## src/rtl/fwd_hazard_ctrl.sv

```systemverilog
// rtl/fwd_hazard_ctrl.sv - ALU operand forwarding select and load-use stall controller
// Tracks EX/MEM destination tags and registers F1/F2 selects one cycle ahead of EX.
module fwd_hazard_ctrl #(
  parameter int RA_W     = 4,
  parameter int CNT_W    = 16,
  parameter bit ZERO_REG = 1'b1
) (
  input  logic             clk,
  input  logic             rst,
  input  logic [RA_W-1:0]  id_rs,
  input  logic [RA_W-1:0]  id_rt,
  input  logic             id_uses_rt,
  input  logic [RA_W-1:0]  id_rd,
  input  logic             id_regwrite,
  input  logic             id_memread,
  input  logic             flush,
  output logic             fa_f1,
  output logic             fa_f2,
  output logic             fb_f1,
  output logic             fb_f2,
  output logic             stall,
  output logic [CNT_W-1:0] stall_cnt
);

  logic [RA_W-1:0]  r_ex_rd;
  logic             r_ex_rw;
  logic             r_ex_mr;
  logic [RA_W-1:0]  r_mem_rd;
  logic             r_mem_rw;
  logic             r_fa_f1;
  logic             r_fa_f2;
  logic             r_fb_f1;
  logic             r_fb_f2;
  logic [CNT_W-1:0] r_stall_cnt;

  logic w_ex_hit_rs;
  logic w_ex_hit_rt;
  logic w_mem_hit_rs;
  logic w_mem_hit_rt;
  logic w_stall;
  logic w_kill;
  logic w_fa_f1_n;
  logic w_fa_f2_n;
  logic w_fb_f1_n;
  logic w_fb_f2_n;

  // r0 is never a forwarding or stall source when it is hard-wired to zero.
  function automatic logic hit(input logic rw, input logic [RA_W-1:0] rd,
                               input logic [RA_W-1:0] r);
    return rw && (rd == r) && !(ZERO_REG && (r == '0));
  endfunction

  always_comb begin
    w_ex_hit_rs  = hit(r_ex_rw, r_ex_rd, id_rs);
    w_ex_hit_rt  = hit(r_ex_rw, r_ex_rd, id_rt) && id_uses_rt;
    w_mem_hit_rs = hit(r_mem_rw, r_mem_rd, id_rs);
    w_mem_hit_rt = hit(r_mem_rw, r_mem_rd, id_rt) && id_uses_rt;

    w_stall = !flush && r_ex_mr && (w_ex_hit_rs || w_ex_hit_rt);
    w_kill  = w_stall || flush;

    // A load in EX is never an F1 source; the stall covers it and F2 picks it up later.
    w_fa_f1_n = w_ex_hit_rs && !r_ex_mr;
    w_fa_f2_n = w_mem_hit_rs && !w_fa_f1_n;
    w_fb_f1_n = w_ex_hit_rt && !r_ex_mr;
    w_fb_f2_n = w_mem_hit_rt && !w_fb_f1_n;
  end

  always_ff @(posedge clk or posedge rst) begin
    if (rst) begin
      r_ex_rd  <= '0;
      r_ex_rw  <= 1'b0;
      r_ex_mr  <= 1'b0;
      r_mem_rd <= '0;
      r_mem_rw <= 1'b0;
    end else begin
      r_mem_rd <= r_ex_rd;
      r_mem_rw <= r_ex_rw;
      if (w_kill) begin
        r_ex_rd <= '0;
        r_ex_rw <= 1'b0;
        r_ex_mr <= 1'b0;
      end else begin
        r_ex_rd <= id_rd;
        r_ex_rw <= id_regwrite;
        r_ex_mr <= id_memread;
      end
    end
  end

  // A bubble entering EX must take its operands straight from ID/EX.
  always_ff @(posedge clk or posedge rst) begin
    if (rst) begin
      r_fa_f1 <= 1'b0;
      r_fa_f2 <= 1'b0;
      r_fb_f1 <= 1'b0;
      r_fb_f2 <= 1'b0;
    end else begin
      r_fa_f1 <= w_fa_f1_n && !w_kill;
      r_fa_f2 <= w_fa_f2_n && !w_kill;
      r_fb_f1 <= w_fb_f1_n && !w_kill;
      r_fb_f2 <= w_fb_f2_n && !w_kill;
    end
  end

  always_ff @(posedge clk or posedge rst) begin
    if (rst) begin
      r_stall_cnt <= '0;
    end else if (w_stall && (r_stall_cnt != '1)) begin
      r_stall_cnt <= r_stall_cnt + 1'b1;
    end
  end

  assign fa_f1     = r_fa_f1;
  assign fa_f2     = r_fa_f2;
  assign fb_f1     = r_fb_f1;
  assign fb_f2     = r_fb_f2;
  assign stall     = w_stall;
  assign stall_cnt = r_stall_cnt;

endmodule
```

## config.mk

```make
export PLATFORM = sky130hd
export DESIGN_NAME = fwd_hazard_ctrl
export DESIGN_NICKNAME = d
export VERILOG_FILES = /design/src/rtl/fwd_hazard_ctrl.sv
export SDC_FILE = /design/constraint.sdc
export NUM_CORES = 1
export LEC_CHECK = 0
export CAP_MARGIN = 30
export CORE_ASPECT_RATIO = 0.9
export CORE_MARGIN = 2
export CORE_UTILIZATION = 33
export DETAILED_ROUTE_END_ITERATION = 16
export DONT_BUFFER_PORTS = 1
export GPL_ROUTABILITY_DRIVEN = 0
export PLACE_DENSITY = 0.44
export SLEW_MARGIN = 5
export SYNTH_ARGS = -nofsm -noshare
export SYNTH_HDL_FRONTEND = slang
export SYNTH_SLANG_ARGS = --single-unit
```

## constraint.sdc

```tcl
create_clock -name clk -period 4.8 [get_ports clk]
set_input_delay 0.48 -clock clk [delete_from_list [all_inputs] [get_ports clk]]
set_output_delay 0.48 -clock clk [all_outputs]
set_load 0.05 [all_outputs]
```

==> flow_metrics.tcl, run 1 <==
set metrics [dict create \
    status "complete, no violations" \
    seq_area_frac_synth 0.528 \
    clock_power_share 0.395 \
    synthArstFlopShare 1.00 \
    max-cap-violations 0 \
    cts_sinks 31 \
    yosysTopAreaCell "dfrtp_1" \
    place_hpwl_um 2210 \
    p_int_mw 0.393 \
    cts_tree "built" \
    routed_wl_um 2920 \
    synth_seq_cells 31 \
    die-area_sq_um 5000 \
    power_frac_seq 0.553 \
    via_count 963 \
    rows 23 \
    fin_nets 153 \
    worst_clock_skew_ns 0.00419 \
    grt_pass1_wl_um 4780 \
    fin_ws_ns 2.32 \
    finalHoldViolCount 0 \
    h-tree-depth 2 \
    worstMarginPinSlew_ns 0.581 \
    die_w_um 74.3 \
    relSlewSlack 0.607 \
    start_util 0.336 \
    cp.arrival_ns 2.00 \
    crit_path_end_kind "output pin" \
    synthesis.area_sq_um 1470 \
    synth-edff-count 0 \
    drv_slew 0 \
    r2r_start "stall_cnt[0]" \
    clk_pin_slew_ns 0.06 \
    p_leak_nw 0.688 \
    p_per_area_nw_per_um2 315 \
    synth_top_cell_area_share 0.528 \
    clockBufferDepth 2 \
    power.total_mw 0.510 \
    startpoint_type "flop" \
    antennaDiodeCount 0 \
    postCtsSetupBuffers 0 \
    rsz0062_at_grt "false" \
    tns_ns 0 \
    drt-pass1-iter-count 5 \
    combPwrFrac 0.053 \
    coreArea_sq_um 4370 \
    worstPathMaxFanout 4 \
    timing.rr.end "stall_cnt[1]" \
    post_drt_wl_per_cell_um 14.9 \
    areaGrowthSynthToFinish_pct 10.1 \
    antenna_left 0 \
    grt_antenna_before_repair 0 \
    criticalPathCategory "flop to output pin" \
    p_sw_mw 0.117 \
    p_sw_frac 0.229 \
    synth.net_count 149 \
    portBuffers 0 \
    irDropWorstVdd_mv 0.186 \
    yosys.cell_types.count 28 \
    yosys_warnings 0 \
    drc_errors 0 \
    insertion_delay_ns 0.28 \
    root_buffer "clkbuf_8" \
    syn_avg_cell_area_sq_um 11.3 \
    grt_usage 0.132 \
    cts_resized 0 \
    finalSetupViolations 0 \
    die_h_um 67.3 \
    ys_top_cells_by_count "31 x dfrtp_1, 25 x xnor2_1, 9 x nand3_1" \
    hp-class "input pin to async pin" \
    min_period_over_period 0.517 \
    pre_cts_ws_ns 2.40 \
    cts_hold_buf 0 \
    grt_max_degree 32 \
    grt-ovfl-total 0 \
    drt_iter0_drc 57 \
    reg2reg_slack_ns 2.39 \
    post-synth-top-count-cell "dfrtp_1" \
    synth_ff_type "dfrtp_1" \
    worstPathRequired_ns 4.32 \
    synthTopCellsByArea "dfrtp_1 53%, xnor2_1 15%, nand4_1 3.4%, nand3_1 3.1%, and2_1 3.0%" \
    fmax_mhz 403 \
    first_global_vias 1011 \
    boundaryPins 39 \
    finalCriticalPeriod_ns 2.48 \
    viasPerCell 4.91 \
    reg2reg_depth 6 \
    synthCells 130 \
    final_layout_size_suffix_gt1_frac 0.0970 \
    cts_made_buffers 5 \
]
## through the flow
step,utilization,cells,hold slack [ns],area (sq um)
after global routing,0.370,196,0.183,1620
after detailed placement,0.350,189,0.403,1530
after floorplan,-,130,0.373,1470
after global placement,0.350,189,0.405,1530
final,0.370,196,0.165,1620
after CTS,0.370,196,0.176,1620
## routing by layer
layer,GRT usage,part of all wire,vias up
li1,-,-,459
met1,0.172,0.49,463
met2,0.179,0.41,34
met3,0.0597,0.074,7
met4,0.0804,0.024,0
met5,0,0,-
## area by class of cell
type | count | area [sq um]
inverters | 3 | 11.3
clock buffers | 6 | 82.6
repair buffers | 1 | 7.51
well taps | 62 | 77.6
clock inverters | 1 | 5.00
multi-input cells | 92 | 657
flip-flops and latches | 31 | 776
fillers | 469 | 2760
## critical path: stages (launching register included)
cell	delay [ns]
dfrtp_1	0.42
xnor2_1	0.19
nand3_1	0.11
or3_1	0.42
nand2_1	0.11
and3_1	0.49
## cell usage in the layout (no fill, tap or decap), types with 2 or more instances in the layout
cell and instances:
nor2_1 2, dfrtp_1 31, inv_1 3, nand4_2 2, xor2_1 4, nand2_1 7, and2_1 7, a21oi_1 4
clkbuf_8 6, nor3_1 6, nand3_1 9, or3_1 2, and3_1 5, nand4_1 8, xnor2_1 25
## sequential cells by signal, indices dropped and copies added (netlist names)
name / flops
stall_cnt: 16
fb_f2: 1
r_mem_rw: 1
r_mem_rd: 4
fb_f1: 1
fa_f1: 1
r_ex_rw: 1
r_ex_rd: 4
fa_f2: 1
r_ex_mr: 1
## worst max path at each step
stage	slack [ns]	cells after the start	to	from
floorplan	2.62	9	stall_cnt[4]	stall_cnt[0]
CTS	2.29	5	stall	r_ex_rd[3]
detailed placement	2.40	6	stall_cnt[1]	stall_cnt[0]
global route	2.19	5	stall	r_ex_rd[3]
finish	2.32	5	stall	r_ex_rd[3]
global placement	2.45	7	stall_cnt[12]	stall_cnt[0]
## power by group through the flow
stage | logic (mW) | registers, mW | clock network (mW)
final | 0.0269 | 0.282 | 0.201
after global routing | 0.0315 | 0.282 | 0.223
after CTS | 0.0278 | 0.282 | 0.208
after detailed placement | 0.0278 | 0.287 | 0
after global placement | 0.0275 | 0.286 | 0
after floorplan | 0.0226 | 0.285 | 0
## cells by family after synthesis
group	after synthesis	synth area share
adder cells (fa/ha/maj)	1	0.00852
flip-flops	31	0.528
AND/OR/NAND/NOR	52	0.205
buffers and inverters	7	0.0247
AO/OA/AOI/OAI	9	0.0528
multiplexers	1	0.00767
XOR/XNOR	29	0.173
(Power assumes the default switching activity.)
==> inputs of run 2 (changes only) <==
Settings changed: PLACE_DENSITY 0.44 to 0.45.
Clock period 4.8 ns to 2.24 ns, I/O delays scaled along.
==> run 2 against run 1 <==
  * Clock skew is 0.0014 ns higher
  * Wire length is 4.9% higher
  * Register-to-register slack worse by 2.2 ns
  * Combinational power rose to 3.1 times the previous value
  * Sequential cell count did not move
  * Setup slack got worse by 2.2 ns
  * Sequential share of layout area fell by 5.1 points
  * First-iteration DRC count fell by 32%
  * Clock power up 140%
  * Utilization up 4.3 points
==> flow_metrics.tcl, run 2 (synthesis gave the netlist of run 1 again) <==
set metrics [dict create \
    p_sw_mw 0.262 \
    grt_usage 0.143 \
    layout_common_cells "31 x dfrtp_1, 25 x xnor2_1, 22 x buf_4" \
    startpoint_type "flop" \
    place_area_sq_um 1690 \
    reg2reg_slack_ns 0.17 \
    cts_tree "built" \
    clk_pin_slew_ns 0.07 \
    startpoint "r_ex_rd[3]" \
    grt_max_degree 32 \
    antenna_left 0 \
    via_count 1054 \
    final_layout_size_suffix_gt1_frac 0.215 \
    die-area_sq_um 5000 \
    clockBufferDepth 2 \
    first_global_vias 1101 \
    fin_cells 220 \
    relSlewSlack 0.696 \
    postCtsSetupBuffers 0 \
    worstMarginPinSlew_ns 0.456 \
    grt_antenna_before_repair 0 \
    coreArea_sq_um 4370 \
    root_buffer "clkbuf_8" \
    dp.cells 210 \
    antennaDiodeCount 0 \
    fmax_mhz 474 \
    critPathCapture "stall" \
    die_w_um 74.3 \
    layout_commonest_cell "dfrtp_1" \
    fin_nets 176 \
    cts_resized 0 \
    worst_clock_skew_ns 0.00557 \
    cts_hold_buf 2 \
    portBuffers 0 \
    grt_pass1_wl_um 5150 \
    p_leak_nw 0.814 \
    r2r_start "r_ex_rd[3]" \
    start_util 0.336 \
    criticalPathCategory "flop to output pin" \
    crit_path_end_kind "output pin" \
    viasPerCell 4.79 \
    worstPathRequired_ns 2.02 \
    p_per_area_nw_per_um2 639 \
    timing.rr.end "stall_cnt[1]" \
    p_sw_frac 0.227 \
    clock_power_share 0.417 \
    tns_ns 0 \
    min_period_over_period 0.942 \
    die_h_um 67.3 \
    areaGrowthSynthToFinish_pct 23.0 \
    power_frac_seq 0.510 \
    drv_slew 0 \
    rows 23 \
    post_drt_wl_per_cell_um 13.9 \
    power.total_mw 1.15 \
    drt_iter0_drc 39 \
    place_hpwl_um 2260 \
    routed_wl_um 3070 \
    drc_errors 0 \
    hp-class "input pin to flop" \
    cp.arrival_ns 1.89 \
    rsz0062_at_grt "false" \
    finalHoldViolCount 0 \
    grt-ovfl-total 0 \
    stdcell_area_sq_um 1810 \
    h-tree-depth 2 \
    cts_made_buffers 5 \
    combPwrFrac 0.073 \
    cts_sinks 31 \
    finalCriticalPeriod_ns 2.11 \
    insertion_delay_ns 0.28 \
    finalSetupViolations 0 \
    drt-pass1-iter-count 5 \
    status "complete, no violations" \
    irDropWorstVdd_mv 0.274 \
    largest_reg_flops 16 \
    worstPathMaxFanout 4 \
    reg2reg_depth 5 \
    max-cap-violations 0 \
    boundaryPins 39 \
    p_int_mw 0.892 \
]
run 2: changes by cell type in the layout (fill, tap and decap cells not counted):
cell and delta:
buf_4 +21, dlygate4sd3_1 +2, clkbuf_1 +1, clkbuf_8 +1
clkinv_2 -1
run 2: power by group through the flow:
stage,combinational (mW),sequential [mW],clock [mW]
3_5_place_dp,0.0833,0.598,0
4_1_cts,0.0864,0.588,0.501
6_report,0.0847,0.588,0.481
2_1_floorplan,0.0484,0.610,0
3_3_place_gp,0.0832,0.598,0
5_1_grt,0.0957,0.590,0.535
run 2: layout make-up:
type	instances	area, sq um
Clock buffer	8	100
Fill cell	440	2570
Inverter	3	11.3
Sequential cell	31	776
Tap cell	62	77.6
Timing Repair Buffer	24	185
Multi-Input combinational cell	92	657
run 2: layer usage:
metal	share of wire	vias to the layer above	wire (um)	global-route usage
met5	0	-	0	0
met4	0.023	0	72	0.0893
met3	0.072	8	222	0.0597
met2	0.42	30	1300	0.189
met1	0.48	511	1480	0.192
li1	-	505	-	-
run 2: per-stage QoR:
stage,hold slack [ns],util,worst slack (ns)
6_report,0.0651,0.413,0.130
3_3_place_gp,0.222,0.386,0.252
3_5_place_dp,0.227,0.386,0.189
4_1_cts,0.0533,0.413,0.125
5_1_grt,0.0533,0.413,0.0247
2_1_floorplan,0.295,-,0.0596
run 2: how the worst min path moves through the flow:
stage	cells past startpoint	to	start
2_1_floorplan	1	fa_f1	flush
3_3_place_gp	2	stall_cnt[2]	rst
3_5_place_dp	2	r_ex_rw	rst
4_1_cts	1	r_ex_mr	id_memread
5_1_grt	1	r_ex_mr	id_memread
6_report	1	r_ex_mr	id_memread
run 2: critical path, cell delays in order, from the launching register on:
cell	delay, ns
dfrtp_1	0.42
xnor2_1	0.18
nand3_1	0.11
or3_1	0.43
nand2_1	0.12
and3_1	0.16
buf_4	0.19
